[config.mk]
export PLATFORM = sky130hd
export DESIGN_NAME = io_responder
export DESIGN_NICKNAME = d
export VERILOG_FILES = /design/src/rtl/io_responder.sv
export SDC_FILE = /design/constraint.sdc
export NUM_CORES = 1
export LEC_CHECK = 0
export CAP_MARGIN = 5
export CORE_AREA = 2 2 95 115
export DETAILED_ROUTE_END_ITERATION = 6
export DIE_AREA = 0 0 97 117
export GPL_TIMING_DRIVEN = 0
export PLACE_DENSITY = 0.81
export REMOVE_ABC_BUFFERS = 1
export SLEW_MARGIN = 20
export SYNTH_ARGS = -nofsm -noshare
export SYNTH_HDL_FRONTEND = slang
export SYNTH_SLANG_ARGS = --single-unit
[constraint.sdc]
create_clock -name clock -period 5.4 [get_ports clock]
set_clock_uncertainty 0.2 [all_clocks]
set_input_delay 0.54 -clock clock [delete_from_list [all_inputs] [get_ports clock]]
set_output_delay 0.54 -clock clock [all_outputs]
set_load 0.02 [all_outputs]
[src/rtl/io_responder.sv]
// io_responder: stalls the processor on In until a debounced button press, latches Out/Disp values
module io_responder #(
   parameter int DATA_WIDTH      = 32,
   parameter int SWITCH_WIDTH    = 16,
   parameter int DEBOUNCE_CYCLES = 4
) (
   input  logic                    clock,
   input  logic                    reset,
   input  logic                    In,
   input  logic                    Out,
   input  logic                    Disp,
   input  logic                    Button,
   input  logic [SWITCH_WIDTH-1:0] Switches,
   input  logic [DATA_WIDTH-1:0]   OutData,
   output logic [DATA_WIDTH-1:0]   InData,
   output logic                    EnableClock,
   output logic [DATA_WIDTH-1:0]   OutReg,
   output logic [DATA_WIDTH-1:0]   DispReg,
   output logic                    OutStrobe
);
   localparam int CW = DEBOUNCE_CYCLES > 1 ? $clog2(DEBOUNCE_CYCLES) : 1;
   localparam logic [CW-1:0] CMAX = CW'(DEBOUNCE_CYCLES - 1);
   typedef enum logic [1:0] {IDLE, WAIT_PRESS, COMMIT, WAIT_RELEASE} state_t;
   state_t                  state_q, state_d;
   logic [1:0]              btn_sync_q;
   logic [SWITCH_WIDTH-1:0] sw_s1_q, sw_s_q;
   logic [CW-1:0]           cnt_q, cnt_d;
   logic                    btn_db_q, btn_db_d, btn_prev_q;
   logic [DATA_WIDTH-1:0]   in_data_q, in_data_d, out_reg_q, out_reg_d, disp_reg_q, disp_reg_d;
   logic                    strobe_q, strobe_d, press, latch;
   assign press   = btn_db_q & ~btn_prev_q;
   assign InData  = in_data_q;
   assign OutReg  = out_reg_q;
   assign DispReg = disp_reg_q;
   assign OutStrobe = strobe_q;
   // Debounce: the level only follows btn_s after DEBOUNCE_CYCLES consecutive differing samples
   always_comb begin
      cnt_d    = (btn_sync_q[1] == btn_db_q || cnt_q == CMAX) ? '0 : cnt_q + 1'b1;
      btn_db_d = (btn_sync_q[1] != btn_db_q && cnt_q == CMAX) ? btn_sync_q[1] : btn_db_q;
   end
   // Next state, clock enable and switch capture; a held button must be released before it counts again
   always_comb begin
      state_d     = state_q;
      EnableClock = ~In;
      in_data_d   = in_data_q;
      case (state_q)
         IDLE: if (In) state_d = btn_db_q ? WAIT_RELEASE : WAIT_PRESS;
         WAIT_PRESS: begin
            EnableClock = 1'b0;
            if (press) begin
               state_d   = COMMIT;
               in_data_d = DATA_WIDTH'(sw_s_q);
            end
         end
         COMMIT: begin
            EnableClock = 1'b1;
            state_d     = WAIT_RELEASE;
         end
         default: if (!btn_db_q) state_d = IDLE;
      endcase
   end
   // Out/Disp latch only on an advancing cycle; In wins over a simultaneous Out/Disp
   always_comb begin
      latch      = EnableClock & ~In;
      out_reg_d  = (latch & Out) ? OutData : out_reg_q;
      disp_reg_d = (latch & Disp) ? OutData : disp_reg_q;
      strobe_d   = latch & (Out | Disp);
   end
   // State registers, synchronizers and output holding registers
   always_ff @(posedge clock or posedge reset) begin
      if (reset) begin
         state_q    <= IDLE;
         btn_sync_q <= '0;
         sw_s1_q    <= '0;
         sw_s_q     <= '0;
         cnt_q      <= '0;
         btn_db_q   <= 1'b0;
         btn_prev_q <= 1'b0;
         in_data_q  <= '0;
         out_reg_q  <= '0;
         disp_reg_q <= '0;
         strobe_q   <= 1'b0;
      end else begin
         state_q    <= state_d;
         btn_sync_q <= {btn_sync_q[0], Button};
         sw_s1_q    <= Switches;
         sw_s_q     <= sw_s1_q;
         cnt_q      <= cnt_d;
         btn_db_q   <= btn_db_d;
         btn_prev_q <= btn_db_q;
         in_data_q  <= in_data_d;
         out_reg_q  <= out_reg_d;
         disp_reg_q <= disp_reg_d;
         strobe_q   <= strobe_d;
      end
   end
endmodule

==> impl_metrics.yaml, run 1 <==
run_status:
  status: "complete, no violations"
setup_path:
  cp_slowest_stage_delay_ns: 0.61
  crit_fanout: 5
  cpMaxStageDelayCell: "clkdlybuf4s50_1"
  worst_ep_arrival_time_ns: 2.13
  crit_type: "reg -> out"
  crit_chain: "inv_1 > ha_1 > nand2b_4 > o21a_1 > clkdlybuf4s50_1"
  worstPathRequired_ns: 4.66
  critPathCaptureType: "primary output"
  cp-start-kind: "register"
placed_design:
  place.port_buffers: 135
  pre_cts_ws_ns: 2.833
  dpl_cell_area_um2: 5933
  dp_hpwl_um: 5915
  place_congestion: 0.6876
  dp.cells: 511
floorplan:
  die_x_um: 97
  start_util_pct: 43.70
  ios: 152
  die_area_um2: 11350
  die_y_um: 117
  rows: 41
  core_um2: 10310
sta:
  holdWs_ns: 0.1463
  hold_viol: 0
  maxSlewViolCount: 0
  max_slew.worst_pin.slew_ns: 0.5428
  rsz0062_at_grt: "no"
  fin_crit_ns: 2.867
  max_slew_margin_pct: 63.81
  period_share_pct: 53.08
  setup_violations: 0
  timing.fmax_mhz: 348.9
  fin_ws_ns: 2.533
grt:
  grt_antenna_before_repair: 0
  grt_max_degree: 62
  grt_overflow: 0
  met3_usage_pct: 5.701
  grt_pass1_wl_um: 13610
  met2_usage_pct: 25.60
  use_met1_pct: 18.98
  busiest_layer: "met2"
  grt_pass1_vias: 2694
  track_usage_pct: 15.67
min_path:
  worstHoldPathType: "reg -> reg"
routing:
  drt_iter0_drc: 34
  ant_nets: 0
  num_vias: 2520
  via_per_inst: 4.641
  wl_per_cell_um: 15.90
  firstDrtPassIters: 3
  wl_um: 8635
  route.detailed.drc: 0
final_layout:
  antenna_cells: 0
  syn_to_final_growth_pct: 45.35
  drive_gt1_share_pct: 22.95
  layout.cells.non_filler: 543
  fillerInstances: 778
  design_area_um2: 6549
  final_nets: 461
clocking:
  cts_resized: 0
  clk_path_buf_depth: 2
  cts_sinks: 121
  clk_latency_ns: 0.39
  htree_levels: 4
  post_cts_buffers: 0
  clkTransAtPathRegs_ns: 0.05
  cts_hold_buf: 0
  cts-buffers-inserted: 17
  cts_tree: "done"
  root_buffer: "clkbuf_16"
yosys:
  synth_cells: 254
  ys_ff_latch: 121
  syn_area_per_cell_um2: 17.74
  synth.cell_area_um2: 4506
  yosysSeqAreaShare_pct: 67.20
  synth_cell_types: 28
  ys_warn_count: 0
pwr:
  vdd_drop_max_uv: 347.7
  leakage_nw: 2.916
  cellPowerDensity_nw_per_um2: 673.4
flow_run:
  max_cap_viol_count: 0
==> critical path: cells and delay by family (launching register included) <==
kind            cells  cell delay (ns)
buf+inv             2             0.71
compound gates      1             0.12
flops               1             0.43
fa+ha+maj           1             0.34
simple gates        1             0.12
==> through the flow <==
stage	util (%)	TNS (ns)	power (W)
CTS	63.51	0	0.004471
global route	63.51	0	0.004632
global placement	57.23	-2.727	0.003235
finish	63.51	0	0.004410
detailed placement	57.54	0	0.003293
floorplan	-	0	0.002453
==> placed cells by master (no fill, tap or decap) <==
| cell type | n |
|---|---|
| clkdlybuf4s50_1 | 135 |
| nor3b_1 | 1 |
| nor3_1 | 1 |
| mux2_1 | 29 |
| clkinv_2 | 3 |
| clkinvlp_4 | 3 |
| o21a_1 | 1 |
| nand3_4 | 1 |
| nand2b_2 | 1 |
| nor4b_2 | 1 |
| inv_6 | 1 |
| mux2_4 | 31 |
| mux2i_1 | 1 |
| o21bai_1 | 1 |
| inv_1 | 2 |
| nor2_1 | 1 |
| conb_1 | 16 |
| clkbuf_8 | 3 |
| xnor2_1 | 1 |
| nand3b_4 | 1 |
| a21oi_1 | 1 |
| nand3_2 | 1 |
| buf_16 | 1 |
| dfrtp_1 | 121 |
| and3_4 | 1 |
| inv_2 | 1 |
| clkinv_4 | 2 |
| a221oi_2 | 1 |
| nand2b_4 | 1 |
| clkbuf_16 | 17 |
| ha_1 | 6 |
| mux2_2 | 22 |
| clkbuf_1 | 1 |
| nand2_1 | 1 |
| bufinv_16 | 3 |
==> layer usage <==
| layer | up-vias | wire length, um | share of wire [%] |
|---|---|---|---|
| met5 | - | 0 | 0 |
| met4 | 0 | 87 | 1.0 |
| met3 | 8 | 522 | 6.0 |
| met2 | 85 | 4490 | 52 |
| met1 | 1290 | 3535 | 41 |
| li1 | 1137 | - | - |
==> synthesized netlist by cell type (all sizes together) <==
cell type  number  area share, %
nand2           1          0.083
ha              6            1.7
and3            1           0.25
o21a            1           0.17
inv             4           0.33
dfrtp         121             67
conb            1          0.083
nand3           2           0.61
buf            23            3.9
xnor2           1           0.19
mux2i           1           0.22
nand3b          1           0.44
nor3            1           0.11
nand2b          2           0.50
nor2            1          0.083
o21bai          1           0.17
mux2           82             23
nor3b           1           0.17
a221oi          1           0.33
a21oi           1           0.11
nor4b           1           0.33
==> where the power goes <==
| part | internal (W) | switching [W] |
|---|---|---|
| logic | 0.000988 | 0.000819 |
| clock network | 0.000761 | 0.000389 |
| registers | 0.00126 | 0.000196 |
==> cells by family (layout without fill, tap and decap cells) <==
group                    after synthesis  in the layout  share of synthesized area, %
buffers and inverters                 27            172                         4.193
AO/OA/AOI/OAI                          4              4                        0.7775
XOR/XNOR                               1              1                        0.1944
multiplexers                          83             83                         23.30
adder cells (fa/ha/maj)                6              6                         1.666
flip-flops                           121            121                         67.20
other                                  1             16                       0.08323
AND/OR/NAND/NOR                       11             11                         2.582
==> flip-flops by register name, summed over array words and instances, names as in the netlist, 2 cells and up <==
register    cells
DispReg        32
InData         16
OutReg         32
btn_sync_q      2
cnt_q           2
state_q         2
sw_s1_q        16
sw_s_q         16
==> worst paths after layout <==
check / to / slack [ns] / startpoint / depth (start not counted)
max: EnableClock / 2.53 / state_q[1]$_DFFE_PP0P_ / 5
max in group asynchronous: cnt_q[0]$_DFF_PP0_ / 3.93 / reset / 3
min in group asynchronous: InData[4]$_DFFE_PP0P_ / 0.39 / reset / 2
min: sw_s_q[7]$_DFF_PP0_ / 0.15 / sw_s1_q[7]$_DFF_PP0_ / 0
min reg2reg: sw_s_q[7]$_DFF_PP0_ / 0.15 / sw_s1_q[7]$_DFF_PP0_ / 0
max reg2reg: DispReg[27]$_DFFE_PP0P_ / 3.17 / state_q[1]$_DFFE_PP0P_ / 5
==> cell type report <==
type | instances | area [um2] | share of cell area, %
clock buffer | 21 | 470.5 | 7.184
tap | 129 | 161.4 | 2.465
clock inverter | 11 | 145.1 | 2.216
timing repair buffer | 136 | 1379 | 21.05
multi-input combinational | 121 | 1345 | 20.54
sequential | 121 | 3028 | 46.24
inverter | 4 | 20.02 | 0.3057
(Power assumes the default switching activity.)
==> run 2: changes to the inputs <==
clock period = 2.75 ns   (was 5.4 ns; I/O delays follow)
==> results of run 2 <==
The final DEF is identical to that of run 1. Status: complete, no violations.
Main changes from that run: setup slack after placement 2.833 ns -> 0.4821 ns; setup slack after layout 2.533 ns -> 0.1485 ns; hold slack 0.1463 ns -> 0.1164 ns; register-to-register setup slack 3.17 ns -> 0.52 ns; end point of the worst hold path sw_s_q[7]$_DFF_PP0_ -> sw_s1_q[12]$_DFF_PP0_; total power 0.004410 W -> 0.008660 W; worst IR drop on VDD 347.7 uV -> 682.7 uV
==> run 3: changes to the inputs <==
CELL_PAD_IN_SITES_DETAIL_PLACEMENT = 1   (was unset)
CELL_PAD_IN_SITES_GLOBAL_PLACEMENT = 1   (was unset)
CORE_AREA = 2 2 115 140   (was 2 2 95 115)
DIE_AREA = 0 0 117 142   (was 0 0 97 117)
PLACE_DENSITY = 0.69   (was 0.81)
==> run 3 against run 2 <==
- combinational power hardly changed
- power up 3.0%
- utilization decreased by 20 points
- final cell count increased by 15%
- die area grew 46%
- wire length increased by 16%
- worst hold slack worse by 0.013 ns
- final area grew 2.4%
- global-route usage is 2.8 points lower
- count of clock-buffer cells in the layout unchanged
- critical endpoint unchanged
==> impl_metrics.yaml, run 3 (synthesized netlist as in run 1, its figures left out) <==
floorplan:
  die_x_um: 117
  die_area_um2: 16610
  ios: 152
  rows: 50
  die_y_um: 142
  core_um2: 15330
  start_util_pct: 29.40
placed_design:
  place_congestion: 0.6852
  place.port_buffers: 135
  dp_hpwl_um: 6811
grt:
  grt_antenna_before_repair: 0
  grt_pass1_vias: 2991
  grt_pass1_wl_um: 15650
  grt_max_degree: 63
  track_usage_pct: 12.84
  grt_overflow: 0
final_layout:
  layout_common_cells: "clkdlybuf4s50_1, dfrtp_1, mux2_4, mux2_1, mux2_2"
  fillerInstances: 1529
  final_nets: 461
  syn_to_final_growth_pct: 48.79
  multi_input_area_um2: 1345
  antenna_cells: 0
  regArea_um2: 3028
  final_common_cell: "clkdlybuf4s50_1"
  drive_gt1_share_pct: 23.19
routing:
  route.detailed.drc: 0
  ant_nets: 0
  firstDrtPassIters: 4
  wl_per_cell_um: 16.05
  via_per_inst: 4.122
  wl_um: 9985
  drt_iter0_drc: 69
  num_vias: 2564
sta:
  max_slew_margin_pct: 62.49
  timing.fmax_mhz: 383.2
  period_share_pct: 94.89
  maxSlewViolCount: 0
  setup_violations: 0
  setup_tns_ns: 0
  max_slew.worst_pin.slew_ns: 0.5627
  rsz0062_at_grt: "no"
  hold_viol: 0
  fin_crit_ns: 2.610
pwr:
  power_w: 0.008920
  cellPowerDensity_nw_per_um2: 1331
  leakage_nw: 2.954
  vdd_drop_max_uv: 480.5
setup_path:
  cp_top_family: "buffers and inverters"
  worst_ep_arrival_time_ns: 2.13
  critPathCaptureType: "primary output"
  cp_slowest_stage_delay_ns: 0.61
  crit_fanout: 4
  crit_buf_inv: 2
  cp-start-kind: "register"
  crit_chain: "inv_1 > ha_1 > nand2b_4 > o21a_1 > clkdlybuf4s50_1"
  worstPathRequired_ns: 2.28
  crit_type: "reg -> out"
  cpMaxStageDelayCell: "clkdlybuf4s50_1"
run_status:
  status: "complete, no violations"
clocking:
  cts_tree: "done"
  htree_levels: 4
  clk_path_buf_depth: 2
  clkTransAtPathRegs_ns: 0.05
  cts_hold_buf: 0
  cts_sinks: 121
  cts-buffers-inserted: 17
  clk_latency_ns: 0.41
  cts_resized: 0
  root_buffer: "clkbuf_16"
  post_cts_buffers: 0
min_path:
  worstHoldPathType: "in -> reg"
flow_run:
  max_cap_viol_count: 0
[run 3: cell types whose count changed in the layout (fill, tap and decap cells not counted)]
cell | previous run | this run
clkinvlp_4 | 3 | 0
clkbuf_8 | 3 | 4
clkbuf_1 | 1 | 0
clkinv_4 | 2 | 3
bufinv_16 | 3 | 5
[run 3: report_power, final]
| part | leakage (nW) | switching (W) | total, W | internal (W) |
|---|---|---|---|---|
| clock network | 0.333 | 0.000782 | 0.00249 | 0.00170 |
| logic | 1.19 | 0.00164 | 0.00358 | 0.00194 |
| registers | 1.43 | 0.000383 | 0.00285 | 0.00247 |
| total | 2.95 | 0.00281 | 0.00892 | 0.00611 |
[run 3: final cells by class]
class | instances | area share [%]
repair buffers | 136 | 20.57
well taps | 208 | 3.882
clock buffers | 21 | 7.167
clock inverters | 11 | 2.856
multi-input cells | 121 | 20.06
inverters | 4 | 0.2986
flip-flops and latches | 121 | 45.17
[run 3: through the flow]
step	instance area (um2)	util, %	hold slack (ns)	worst slack [ns]	std cells
floorplan	4388	-	0.1064	-0.9392	246
global placement	6000	39.14	0.1330	-2.599	589
detailed placement	6032	39.36	0.1362	0.4196	590
CTS	6704	43.74	0.08207	0.09228	622
global route	6704	43.74	0.07702	0.03669	622
finish	6704	43.74	0.1033	0.1405	622
[run 3: worst paths after layout]
kind / startpoint / slack, ns / depth (start not counted) / endpoint
max: state_q[0]$_DFFE_PP0P_ / 0.14 / 5 / EnableClock
min: Button / 0.10 / 1 / btn_sync_q[0]$_DFF_PP0_
max reg2reg: state_q[0]$_DFFE_PP0P_ / 0.47 / 5 / DispReg[1]$_DFFE_PP0P_
min reg2reg: sw_s1_q[11]$_DFF_PP0_ / 0.15 / 0 / sw_s_q[11]$_DFF_PP0_
max in group asynchronous: reset / 1.55 / 3 / OutReg[17]$_DFFE_PP0P_
min in group asynchronous: reset / 0.11 / 2 / InData[7]$_DFFE_PP0P_
[run 3: metal layers]
metal / global-route usage, % / vias up / share of wire [%]
met1: 13.30 / 1327 / 38
met3: 6.346 / 12 / 7.6
met2: 21.63 / 89 / 53
met4: 5.882 / 0 / 1.6
li1: - / 1136 / -
met5: 0 / - / 0
